==> src/rtl/disp_pkg.sv <==
// Shared types and helpers for the seven-segment scan scheduler.
package disp_pkg;

  localparam int unsigned N_DIGITS = 4;
  localparam logic [3:0]  AN_OFF   = 4'b1111;

  typedef logic [3:0]  nibble_t;
  typedef logic [1:0]  digit_idx_t;
  typedef logic [15:0] disp_word_t;

  typedef enum logic [1:0] {IDLE, BLANK, SHOW} scan_state_t;

  // Nibble of the display word that belongs to digit idx.
  function automatic nibble_t word_nibble(disp_word_t w, digit_idx_t idx);
    return w[{idx, 2'b00} +: 4];
  endfunction

  // Active-low one-hot anode pattern for digit idx.
  function automatic logic [3:0] an_for(digit_idx_t idx);
    return ~(4'b0001 << idx);
  endfunction

  // Index of the most significant nonzero nibble; 0 for an all-zero word.
  function automatic digit_idx_t top_digit(disp_word_t w);
    digit_idx_t top;
    top = '0;
    for (int i = 1; i < int'(N_DIGITS); i++) begin
      if (w[4*i +: 4] != 4'h0) top = digit_idx_t'(i);
    end
    return top;
  endfunction

endpackage

==> src/rtl/disp_load_buf.sv <==
// Single-entry pending buffer in front of the active display word.
// A promote strobe moves a held word into active; with bypass high an accepted
// word goes straight to active instead of waiting in the pending slot.
module disp_load_buf
  import disp_pkg::*;
(
  input  logic       clk_i,
  input  logic       rst_i,
  input  logic       valid_i,
  input  disp_word_t data_i,
  output logic       ready_o,
  input  logic       promote_i,
  input  logic       bypass_i,
  output disp_word_t active_o,
  output disp_word_t active_d_o
);

  disp_word_t pend_q, pend_d;
  disp_word_t active_q, active_d;
  logic       ready_q, ready_d;   // high while the pending slot is empty
  logic       accept;

  assign accept = valid_i & ready_q;

  // Next pending/active state; promote needs a full slot, accept an empty one.
  always_comb begin
    pend_d   = pend_q;
    active_d = active_q;
    ready_d  = ready_q;
    if (!ready_q && promote_i) begin
      active_d = pend_q;
      ready_d  = 1'b1;
    end
    if (accept) begin
      if (bypass_i) begin
        active_d = data_i;
      end else begin
        pend_d  = data_i;
        ready_d = 1'b0;
      end
    end
  end

  // Buffer registers, synchronous reset discards any pending word.
  always_ff @(posedge clk_i) begin
    if (rst_i) begin
      pend_q   <= '0;
      active_q <= '0;
      ready_q  <= 1'b1;
    end else begin
      pend_q   <= pend_d;
      active_q <= active_d;
      ready_q  <= ready_d;
    end
  end

  assign ready_o    = ready_q;
  assign active_o   = active_q;
  assign active_d_o = active_d;

endmodule

==> src/rtl/disp_scan_sched.sv <==
// Four-digit seven-segment scan scheduler: blank gap, then dwell per digit,
// with a double-buffered display word that only changes at frame boundaries.
// Optional build macro LEADING_ZERO_BLANK_EN keeps digits above the highest
// nonzero nibble dark (digit 0 always lit).
module disp_scan_sched #(
  parameter int unsigned DWELL_CYCLES = 10000,
  parameter int unsigned BLANK_CYCLES = 16,
  parameter int unsigned N_DIGITS     = 4
) (
  input  logic        clk_i,
  input  logic        rst_i,
  input  logic        enable_i,
  input  logic        load_valid_i,
  input  logic [15:0] load_data_i,
  output logic        load_ready_o,
  output logic [1:0]  digit_sel_o,
  output logic [3:0]  digit_val_o,
  output logic [3:0]  an_o,
  output logic        frame_done_o
);

  import disp_pkg::*;

  localparam int unsigned BlankW = (BLANK_CYCLES > 1) ? $clog2(BLANK_CYCLES) : 1;
  localparam int unsigned DwellW = (DWELL_CYCLES > 1) ? $clog2(DWELL_CYCLES) : 1;
  localparam logic [BlankW-1:0] BlankLast = BlankW'(BLANK_CYCLES - 1);
  localparam logic [DwellW-1:0] DwellLast = DwellW'(DWELL_CYCLES - 1);
  localparam digit_idx_t        LastDigit = digit_idx_t'(N_DIGITS - 1);

  scan_state_t       state_q, state_d;
  logic [BlankW-1:0] blank_cnt_q, blank_cnt_d;
  logic [DwellW-1:0] dwell_cnt_q, dwell_cnt_d;
  digit_idx_t        sel_q, sel_d;
  nibble_t           val_q, val_d;
  logic [3:0]        an_q, an_d;
  logic              frame_done_q, frame_done_d;

  disp_word_t        active_q, active_d;
  logic              promote, bypass;
  logic [3:0]        show_an;

  // frame_done_q marks the boundary cycle; idle or disabling also flushes pending.
  assign promote = frame_done_q | (state_q == IDLE) | ~enable_i;
  assign bypass  = frame_done_q;

  disp_load_buf u_load_buf (
    .clk_i      (clk_i),
    .rst_i      (rst_i),
    .valid_i    (load_valid_i),
    .data_i     (load_data_i),
    .ready_o    (load_ready_o),
    .promote_i  (promote),
    .bypass_i   (bypass),
    .active_o   (active_q),
    .active_d_o (active_d)
  );

  // Anode pattern for the digit about to be shown.
`ifdef LEADING_ZERO_BLANK_EN
  assign show_an = (sel_q > top_digit(active_d)) ? AN_OFF : an_for(sel_q);
`else
  assign show_an = an_for(sel_q);
`endif

  // Scan FSM next state: blank gap then dwell for each digit, wrap at the last.
  always_comb begin
    state_d      = state_q;
    blank_cnt_d  = blank_cnt_q;
    dwell_cnt_d  = dwell_cnt_q;
    sel_d        = sel_q;
    an_d         = an_q;
    frame_done_d = 1'b0;
    if (!enable_i) begin
      state_d     = IDLE;
      blank_cnt_d = '0;
      dwell_cnt_d = '0;
      sel_d       = '0;
      an_d        = AN_OFF;
    end else begin
      unique case (state_q)
        IDLE: begin
          state_d     = BLANK;
          sel_d       = '0;
          blank_cnt_d = '0;
          an_d        = AN_OFF;
        end
        BLANK: begin
          if (blank_cnt_q == BlankLast) begin
            state_d     = SHOW;
            blank_cnt_d = '0;
            dwell_cnt_d = '0;
            an_d        = show_an;
          end else begin
            blank_cnt_d = blank_cnt_q + 1'b1;
          end
        end
        SHOW: begin
          if (dwell_cnt_q == DwellLast) begin
            state_d     = BLANK;
            dwell_cnt_d = '0;
            an_d        = AN_OFF;
            if (sel_q == LastDigit) begin
              sel_d        = '0;
              frame_done_d = 1'b1;
            end else begin
              sel_d = sel_q + 2'd1;
            end
          end else begin
            dwell_cnt_d = dwell_cnt_q + 1'b1;
          end
        end
        default: state_d = IDLE;
      endcase
    end
    // Active only changes outside SHOW, so the nibble is steady while lit.
    val_d = word_nibble(active_d, sel_d);
  end

  // All scan state and outputs registered; synchronous active-high reset.
  always_ff @(posedge clk_i) begin
    if (rst_i) begin
      state_q      <= IDLE;
      blank_cnt_q  <= '0;
      dwell_cnt_q  <= '0;
      sel_q        <= '0;
      val_q        <= '0;
      an_q         <= AN_OFF;
      frame_done_q <= 1'b0;
    end else begin
      state_q      <= state_d;
      blank_cnt_q  <= blank_cnt_d;
      dwell_cnt_q  <= dwell_cnt_d;
      sel_q        <= sel_d;
      val_q        <= val_d;
      an_q         <= an_d;
      frame_done_q <= frame_done_d;
    end
  end

  assign digit_sel_o  = sel_q;
  assign digit_val_o  = val_q;
  assign an_o         = an_q;
  assign frame_done_o = frame_done_q;

endmodule

==> config.mk <==
export PLATFORM = sky130hd
export DESIGN_NAME = disp_scan_sched
export DESIGN_NICKNAME = d
export VERILOG_FILES = /design/src/rtl/disp_pkg.sv /design/src/rtl/disp_load_buf.sv /design/src/rtl/disp_scan_sched.sv
export SDC_FILE = /design/constraint.sdc
export NUM_CORES = 1
export LEC_CHECK = 0
export CORE_ASPECT_RATIO = 1.25
export CORE_MARGIN = 4
export CORE_UTILIZATION = 55
export DETAILED_ROUTE_END_ITERATION = 16
export HOLD_SLACK_MARGIN = 0.12
export PLACE_DENSITY_LB_ADDON = 0.3
export RECOVER_POWER = 25
export SYNTH_ARGS = -nofsm -noshare
export SYNTH_HDL_FRONTEND = slang
export SYNTH_HIERARCHICAL = 1
export SYNTH_SLANG_ARGS = --single-unit
==> constraint.sdc <==
create_clock -name clk_i -period 2.7 [get_ports clk_i]
set_input_delay 0.405 -clock clk_i [delete_from_list [all_inputs] [get_ports clk_i]]
set_output_delay 0.405 -clock clk_i [all_outputs]
set_load 0.03 [all_outputs]
### Word-level counts from Yosys, hierarchy flattened

Index checks and enable logic that the tools add are counted.

| storage, ports and cells | value |
|---|---|
| word-level logic and storage cells | 64 |
| register bits | 64 |
| output and inout bits | 12 |

| operators by class | value |
|---|---|
| shift-type cells | 2 |
| equality and inequality tests | 7 |
| bitwise logic cells | 8 |
| reduce and logical (&&, ||, !) cells | 12 |
| mux-type cells | 22 |
| $add $sub $neg | 3 |

Operators by type and width:

| cell | number |
|---|---|
| 2-to-1 mux 16 bit | 3 |
| 2-to-1 mux 14 bit | 2 |
| one-hot mux 14 bit (2 select lines) | 1 |
| variable part select 16 x 5 -> 4 bit | 1 |
| adder 14 x 1 -> 14 bit, second input constant | 1 |
| equality test 14 bit, second input constant | 1 |
| 2-to-1 mux 4 bit | 3 |
| one-hot mux 4 bit (3 select lines) | 1 |
| 2-to-1 mux 2 bit | 5 |
| one-hot mux 4 bit (2 select lines) | 1 |
| one-hot mux 2 bit (3 select lines) | 1 |
| AND reduction 2 bit | 3 |
| adder 4 x 1 -> 4 bit, second input constant | 1 |
| equality test 2 bit, second input constant | 2 |
| equality test 4 bit, second input constant | 1 |
| 2-to-1 mux 1 bit | 4 |
| != test 2 bit, second input constant | 2 |
| NOT 1 bit | 4 |
| NOT 4 bit | 1 |
| one-hot mux 2 bit (2 select lines) | 1 |
| nonzero test 2 bit | 2 |
| OR reduction 4 bit | 1 |
| left shift 1 x 2 -> 4 bit, first input constant | 1 |
| AND reduction 3 bit | 1 |
| other kinds (9) | 10 |

### Logic depth before layout (Yosys ltp)

Gate-level depths: netlist (run 1).

| depth | value |
|---|---|
| word-level depth | 8 |
| depth in mapped cells | 12 |
| depth with buffers taken out | 9 |

### Modules after synthesis

Netlist (run 1), hierarchy kept.

By module, submodules not included:

| module | sequential area each (um^2) | times used | area an instance (um^2) | cells each |
|---|---|---|---|---|
| disp_scan_sched | 620.6 | 1 | 1861.8 | 228 |
| disp_load_buf | 660.6 | 1 | 1546.5 | 183 |

### Least setup slack after synthesis (run 1)

No wires, ideal clock.

| timing path | value |
|---|---|
| path kind | register to register |
| start | register dwell_cnt_q[7] |
| end | register val_q[2], in the netlist digit_val_o[2] |
| cell stages (with the launch flop) | 7 |
| data required time | 2568 ps |
| arrival time | 2171 ps |
| clock period less this slack | 2303 ps |
| path slack | 397 ps |
| path buffers | 1 |
| cell sequence | dfxtp_1 -> buf_6 -> or4b_4 -> nor4_4 -> mux2_4 -> a2111oi_2 -> a311oi_1 |

| on the way | value |
|---|---|
| longest elaborated chain between the ends | 5 |

Ends and longest elaborated chain:

| element | line | RTL |
|---|---|---|
| start: declaration | disp_scan_sched.sv:32 | `logic [DwellW-1:0] dwell_cnt_q, dwell_cnt_d;` |
| start signal: assignment | disp_scan_sched.sv:132 | `dwell_cnt_q <= dwell_cnt_d;` |
| equality test 14 bit | disp_scan_sched.sv:98 | `if (dwell_cnt_q == DwellLast) begin` |
| 2-to-1 mux 2 bit | disp_scan_sched.sv:98 |  |
| one-hot mux 2 bit (2 select lines) | disp_scan_sched.sv:80 | `unique case (state_q)` |
| 2-to-1 mux 2 bit | disp_scan_sched.sv:73 | `if (!enable_i) begin` |
| variable part select 16 x 5 -> 4 bit | disp_pkg.sv:15 | `return w[{idx, 2'b00} +: 4];` |
| end signal: assignment | disp_scan_sched.sv:134 | `val_q <= val_d;` |
| end: declaration | disp_scan_sched.sv:34 | `nibble_t val_q, val_d;` |

Every way passes these cells.
A chain may end at the register's enable or synchronous reset.

### Final worst setup path (run 1)

| timing path | value |
|---|---|
| start | input port enable_i |
| end | register val_q[3], in the netlist digit_val_o[3] |

| on the way | value |
|---|---|
| longest elaborated chain between the ends | 7 |

Ends and longest elaborated chain:

| element | line | RTL |
|---|---|---|
| start: declaration | disp_scan_sched.sv:12 | `input logic enable_i,` |
| NOT 1 bit (no line) * | - |  |
| bitwise OR 1 bit * | disp_scan_sched.sv:43 | `assign promote = frame_done_q \| (state_q == IDLE) \| ~enable_i;` |
| via promote | disp_scan_sched.sv:39 | `logic promote, bypass;` |
| logical AND 1 bit * | disp_load_buf.sv:30 | `if (!ready_q && promote_i) begin` |
| 2-to-1 mux 16 bit * | disp_load_buf.sv:30 |  |
| 2-to-1 mux 16 bit | disp_load_buf.sv:35 | `if (bypass_i) begin` |
| 2-to-1 mux 16 bit * | disp_load_buf.sv:34 | `if (accept) begin` |
| via active_d[15] | disp_scan_sched.sv:38 | `disp_word_t active_q, active_d;` |
| variable part select 16 x 5 -> 4 bit * | disp_pkg.sv:15 |  |

The timed path passes the listed nets; every way through them passes the cells marked *.

==> results of run 1 <==
## sequential cells by signal, indices dropped and copies added, names as in the netlist
signal and flops:
u_load_buf/active_o 16, u_load_buf/ready_o 1, an_o 4, dwell_cnt_q 14
blank_cnt_q 4, state_q 2, frame_done_o 1, digit_val_o 4
u_load_buf/pend_q 16, digit_sel_o 2
## Yosys cell counts, types with 3 or more instances
cell type | number | area (µm²)
nor2_1 | 65 | 244
nand4_1 | 3 | 18.8
a211oi_2 | 10 | 125
nand3_1 | 8 | 40.0
a21oi_1 | 33 | 165
mux2i_1 | 5 | 50.1
and3_1 | 4 | 25.0
and3b_1 | 17 | 149
inv_1 | 7 | 26.3
o21ai_0 | 17 | 85.1
nor3_1 | 22 | 110
a41oi_1 | 3 | 26.3
buf_2 | 5 | 25.0
nor2b_1 | 3 | 18.8
and4_1 | 4 | 35.0
nor4_1 | 3 | 18.8
or3_1 | 3 | 18.8
a211oi_1 | 9 | 67.6
clkbuf_1 | 11 | 41.3
nand2_1 | 43 | 161
dfxtp_1 | 64 | 1280
a311oi_1 | 5 | 43.8
nand2b_1 | 5 | 31.3
buf_6 | 4 | 45.0
o211ai_1 | 6 | 45.0
ha_1 | 6 | 75.1
## layout by cell type, fill, tap and decap left out, drive strengths merged, types with 9 or more instances in the layout
cell            n
and3b          17
nand3           9
dfxtp          64
o21ai          20
clkdlybuf4s50  31
nor2           65
nor3           22
buf            17
nand2          43
a211oi         19
a21oi          35
clkbuf         12
## cells by family after synthesis
| group | count (synthesis) | share of synthesized area (%) |
|---|---|---|
| AND/OR/NAND/NOR | 195 | 29.8 |
| AO/OA/AOI/OAI | 106 | 22.7 |
| flip-flops | 64 | 37.6 |
| buffers and inverters | 33 | 5.58 |
| multiplexers | 6 | 1.91 |
| adder cells (fa/ha/maj) | 6 | 2.20 |
| XOR/XNOR | 1 | 0.257 |
## metrics by stage
| step | hold WS (ns) | setup slack [ns] | instance area (µm²) | TNS, ns | util [%] |
|---|---|---|---|---|---|
| after floorplan | 0.432 | 0.397 | 3410 | 0 | - |
| after global placement | 0.443 | 0.0487 | 3810 | 0 | 64.6 |
| after detailed placement | 0.454 | -0.0166 | 3810 | -0.0166 | 64.6 |
| after CTS | 0.465 | 0.292 | 4020 | 0 | 68.2 |
| after global routing | 0.486 | 0.0891 | 4010 | 0 | 67.9 |
| final | 0.462 | 0.298 | 4010 | 0 | 67.9 |
## power breakdown
part	switching, mW	leakage, nW	internal [mW]
registers	0.0116	0.519	0.966
clock network	0.378	0.101	0.511
logic	0.0967	0.870	0.0717
## layout make-up
cell class	count	share of cell area [%]
Clock buffer	9	3.09
Timing Repair Buffer	51	11.2
Tap cell	82	2.56
Inverter	8	0.750
Sequential cell	64	32.0
Clock inverter	6	2.12
Multi-Input combinational cell	314	48.3
## layer usage
metal,routed length (µm),track usage [%],vias to the layer above
met2,4360,43.1,69
met1,3550,27.1,1555
li1,-,-,1567
met5,0,0,-
met4,219,12.7,0
met3,297,3.56,21
## worst reg2reg max path: cells and delay by family, from the launching register on
kind / cells / cell delay, ns
simple gates: 2 / 1.11
compound gates: 2 / 0.44
mux: 1 / 0.39
flops: 1 / 0.35
## how the worst min path moves through the flow
stage / start / end / slack, ns / cells after the start
after CTS: u_load_buf/pend_q[11]$_SDFFE_PP0P_ / u_load_buf/pend_q[11]$_SDFFE_PP0P_ / 0.46 / 2
after detailed placement: u_load_buf/pend_q[11]$_SDFFE_PP0P_ / u_load_buf/pend_q[11]$_SDFFE_PP0P_ / 0.45 / 2
after floorplan: u_load_buf/pend_q[10]$_SDFFE_PP0P_ / u_load_buf/pend_q[10]$_SDFFE_PP0P_ / 0.43 / 2
after global routing: u_load_buf/pend_q[3]$_SDFFE_PP0P_ / u_load_buf/pend_q[3]$_SDFFE_PP0P_ / 0.49 / 2
after global placement: u_load_buf/pend_q[10]$_SDFFE_PP0P_ / u_load_buf/pend_q[10]$_SDFFE_PP0P_ / 0.44 / 2
final: u_load_buf/pend_q[11]$_SDFFE_PP0P_ / u_load_buf/pend_q[11]$_SDFFE_PP0P_ / 0.46 / 2
==> summary.md, run 1 <==
| Metric | Value |
|---|---|
| P_leak | 1.49 nW |
| Crit path depth | 10 |
| Crit path time final | 2.40 ns |
| Footprint of the multi-input gates | 0.00193 mm² |
| Non-filler instance count after layout | 534 |
| RSZ-0062 raised after global routing | no |
| Critical path startpoint category | input pin |
| Status | complete, no violations |
| Port buffer count | 31 |
| Netlist Area Pre-Place | 0.00341 mm² |
| Core ar. | 0.00590 mm² |
| Post-synth EDFFs | 0 |
| CTS tree | yes |
| Vias in the first global route | 3,024 |
| Hold Vio Cnt, Final | 0 |
| Post-Synthesis Cells | 411 |
| Clk root buf | clkbuf_8 |
| Kind of critical path | input pin to flop |
| Syn Nets | 437 |
| Worst setup startpoint | enable_i |
| Residual overflow from global routing | 0 |
| Crit path largest cell delay | 0.49 ns |
| Avg Cell Area, Syn | 8.29 µm² |
| Flop-to-flop setup slack | 0.30 ns |
| Period utilization | 89.0% |
| Critical Path AT | 2.66 ns |
| Clk pin slew, worst setup/hold paths | 0.07 ns |
| R2R Path End | digit_val_o[2]$_SDFF_PP0_ |
| Detailed router's first-iteration violation count | 282 |
| H-tree lvl count | 3 |
| Slowest CP cell | clkdlybuf4s50_1 |
| Main synth FF type | dfxtp_1 |
| Max_slew headroom | 51.9% |
| Ports | 32 |
| Clk buf depth | 2 |
| Maximum VDD drop | 0.305 mV |
| Depth of the most critical reg-to-reg path | 5 |
| Total wire length | 8430 µm |
| Worst Skew | 0.00847 ns |
| Min-Delay Path Class | flop to flop |
| PwrDens | 508 mW/mm² |
| Share of layout cells above drive strength 1 | 12.4% |
| Clock Latency Late Sink | 0.35 ns |
| # clock sinks | 64 |
| Final Setup Violations | 0 |
| CP top delay family | buffers and inverters |
| Area Overhead vs Synth | 17.5% |
| Antenna violations before repair | 0 |
| GRT Total Usage | 23.8% |
| Drt first pass iters | 4 |
| Register Area | 0.00128 mm² |
| Fillcell total | 500 |
| Worst r2r src | dwell_cnt_q[12]$_SDFFE_PP0P_ |
| Power, Total | 2.03 mW |
| Post-synthesis async set-or-reset flop share | 0% |
| Crit path cell chain | clkdlybuf4s50_1, clkinv_1, or3_1, nand2b_1, buf_4, a211oi_1, nor2_1, inv_1, a311o_1, a211oi_1 |
| Fin nets | 474 |
| Worst setup path end | digit_val_o[3]$_SDFF_PP0_ |
| Slew Limit Fails | 0 |
| Critical Path RT | 2.96 ns |
| Flops & latches, synth | 64 |
| Die area | 0.00753 mm² |
| Vias/cell | 6.01 |
| Seq/Total Area, Yosys | 37.6% |
| Antenna Cells | 0 |
| Rows | 31 |
| CP Max Fanout | 9 |
| Worst setup EP type | flop |
| RePlAce Congestion | 0.861 |
| Max Cap Violations | 0 |
| HPWL Detailed | 5960 µm |
| Placed insts | 519 |
| Die height | 96.0 µm |
| Largest net degree at the start of global routing | 39 |
| DRC viols | 0 |
| Vias post-DR | 3,212 |
| Maximum clock rate | 416 MHz |
| Post-cts sizing count | 0 |
| Post-CTS Setup Bufs | 0 |
| Synth unique cells | 60 |
| Bufs and invs on worst path | 4 |
| First-pass GRT wire length | 14,100 µm |
| CTS Hold Buffers Added | 0 |
| Slew @ Worst Pin | 0.721 ns |
| Die X | 78.4 µm |
| Clock buffer count from CTS | 9 |
| Remaining antenna violation count | 0 |
| Initial Util | 57.8% |
| Warnings from Yosys | 6 |
| Routed length per instance | 15.8 µm |
| Most frequent cell on the critical path | a211oi_1 |
Note: power is estimated with default switching activity, not from simulation.
==> run 2, diff against run 1 <==
- CORE_UTILIZATION: 55 -> 57
- TNS_END_PERCENT: default -> 30
==> summary.md, run 2 (synthesis results as in run 1) <==
| Metric | Value |
|---|---|
| Status | complete, no violations |
| DRC viols | 0 (unchanged) |
| Rows | 31 (unchanged) |
| Total wire length | 8240 µm (-2.3%) |
| H-tree lvl count | 3 (unchanged) |
| Fillcell total | 478 (-4.4%) |
| Register Area | 0.00128 mm² (unchanged) |
| Worst Skew | 0.00694 ns (-0.00154 ns) |
| Max Cap Violations | 0 (unchanged) |
| PwrDens | 495 mW/mm² (-2.7%) |
| Area after DPL | 0.00379 mm² (-0.53%) |
| Placed insts | 503 (-3.1%) |
| Port buffer count | 31 (unchanged) |
| Share of layout cells above drive strength 1 | 12.1% (-0.25 points) |
| Antenna violations before repair | 0 (unchanged) |
| Critical Path RT | 2.95 ns (about the same) |
| Crit path largest cell delay | 0.49 ns (about the same) |
| Drt first pass iters | 4 (unchanged) |
| Largest net degree at the start of global routing | 39 (unchanged) |
| Kind of critical path | input pin to flop |
| Critical path startpoint category | input pin |
| Post-CTS Setup Bufs | 0 (unchanged) |
| Clock Latency Late Sink | 0.34 ns (about the same) |
| Ports | 32 (unchanged) |
| Post-cts sizing count | 0 (unchanged) |
| Routed length per instance | 15.9 µm (+0.54%) |
| Antenna Cells | 0 (unchanged) |
| Hold Vio Cnt, Final | 0 (unchanged) |
| CP top delay family | simple AND/OR/NAND/NOR gates |
| Residual overflow from global routing | 0 (unchanged) |
| # clock sinks | 64 (unchanged) |
| HPWL Detailed | 5900 µm (-0.93%) |
| Post-route design area | 0.00396 mm² (-1.1%) |
| Critical Path AT | 2.65 ns (about the same) |
| Crit path cell chain | clkdlybuf4s50_1, clkinv_1, or3_1, nand2b_1, buf_4, a211oi_2, nor2_1, o211a_1, o221ai_1, a311oi_1 |
| Worst setup EP type | flop |
| P_leak | 1.48 nW (-0.66%) |
| Vias/cell | 6.07 (+0.97%) |
| Clk root buf | clkbuf_8 |
| Final Setup Violations | 0 (unchanged) |
| CTS Hold Buffers Added | 0 (unchanged) |
| Crit path time final | 2.39 ns (-0.00918 ns) |
| Non-filler instance count after layout | 519 (-2.8%) |
| Clock buffer count from CTS | 9 (unchanged) |
| Bufs and invs on worst path | 3 (-1) |
| Clk buf depth | 2 (unchanged) |
| GRT Total Usage | 23.7% (-0.078 points) |
| Remaining antenna violation count | 0 (unchanged) |
| CTS tree | yes |
| First-pass GRT wire length | 13,800 µm (-1.9%) |
| Fin nets | 474 (unchanged) |
| Maximum VDD drop | 0.533 mV (+75%) |
| Power, Total | 1.96 mW (-3.8%) |
| Hold WS | 0.462 ns (-0.0000750 ns) |
| Maximum clock rate | 418 MHz (+0.38%) |
| Vias in the first global route | 2,990 (-1.1%) |
| Die height | 94.5 µm (-1.6%) |
| TNS Setup | 0 ns (unchanged) |
| Slew Limit Fails | 0 (unchanged) |
| Vias post-DR | 3,152 (-1.9%) |
| Most frequent cells in the layout | nor2_1, dfxtp_1, nand2_1 |
| Core ar. | 0.00582 mm² (-1.3%) |
| Max_slew headroom | 51.8% (-0.13 points) |
| Period utilization | 88.6% (-0.34 points) |
| RePlAce Congestion | 0.929 (+7.9%) |
| Area Overhead vs Synth | 16.2% |
| Slowest CP cell | clkdlybuf4s50_1 |
| RSZ-0062 raised after global routing | no |
| Clk pin slew, worst setup/hold paths | 0.07 ns (about the same) |
| Initial Util | 58.6% (+0.77 points) |
| Footprint of the multi-input gates | 0.00193 mm² (-0.19%) |
| Commonest non-fill, non-tap cell in the layout | nor2_1 |
| Slew @ Worst Pin | 0.723 ns (+0.00201 ns) |
| Die area | 0.00729 mm² (-3.2%) |
| Die X | 77.2 µm (-1.6%) |
| CP Max Fanout | 6 (-3) |
| Detailed router's first-iteration violation count | 170 (-40%) |
| Min-Delay Path Class | flop to flop |
run 2: path summary, 6_finish.rpt:
path | start | slack [ns] | end | depth (start not counted)
min | u_load_buf/pend_q[9]$_SDFFE_PP0P_ | 0.46 | u_load_buf/pend_q[9]$_SDFFE_PP0P_ | 2
min reg2reg | u_load_buf/pend_q[9]$_SDFFE_PP0P_ | 0.46 | u_load_buf/pend_q[9]$_SDFFE_PP0P_ | 2
max reg2reg | dwell_cnt_q[12]$_SDFFE_PP0P_ | 0.38 | an_o[2]$_SDFFE_PP1P_ | 5
max | enable_i | 0.31 | digit_val_o[2]$_SDFF_PP0_ | 10
run 2: cell type report:
| class | instances | share of cell area [%] |
|---|---|---|
| inverter | 8 | 0.758 |
| clock buffer | 10 | 3.22 |
| sequential | 64 | 32.4 |
| timing repair buffer | 51 | 11.3 |
| multi-input combinational | 314 | 48.7 |
| clock inverter | 6 | 1.52 |
| tap | 66 | 2.09 |
run 2: stage by stage:
step           utilization, %  setup slack, ns
3_5_place_dp             65.2          -0.0360
5_1_grt                  68.1            0.116
6_report                 68.1            0.308
3_3_place_gp             65.2         -0.00210
2_1_floorplan               -            0.397
4_1_cts                  68.4            0.319
run 2: worst register-to-register path: stages, from the launching register on:
cell and delay (ns):
dfxtp_1 0.35, nor4b_1 0.58, nand4_2 0.41, o21ai_1 0.52, and4_1 0.25, o21ai_0 0.07
run 2: power by group:
group,switching (mW),total (mW),internal [mW]
Clock,0.393,0.815,0.422
Sequential,0.0124,0.978,0.966
Combinational,0.0927,0.166,0.0729
Total,0.498,1.96,1.46
run 2: metal layers:
layer | track usage [%] | vias to the layer above | share of wire, %
met5 | 0 | - | 0
met4 | 12.9 | 0 | 3.1
met3 | 4.10 | 23 | 3.6
met2 | 42.8 | 74 | 51
met1 | 26.5 | 1489 | 42
li1 | - | 1566 | -
==> run 3, diff against run 2 <==
- TNS_END_PERCENT: 30 -> default
==> results of run 3 <==
Same layout as run 2: the final DEF is identical, and so are final timing and power.
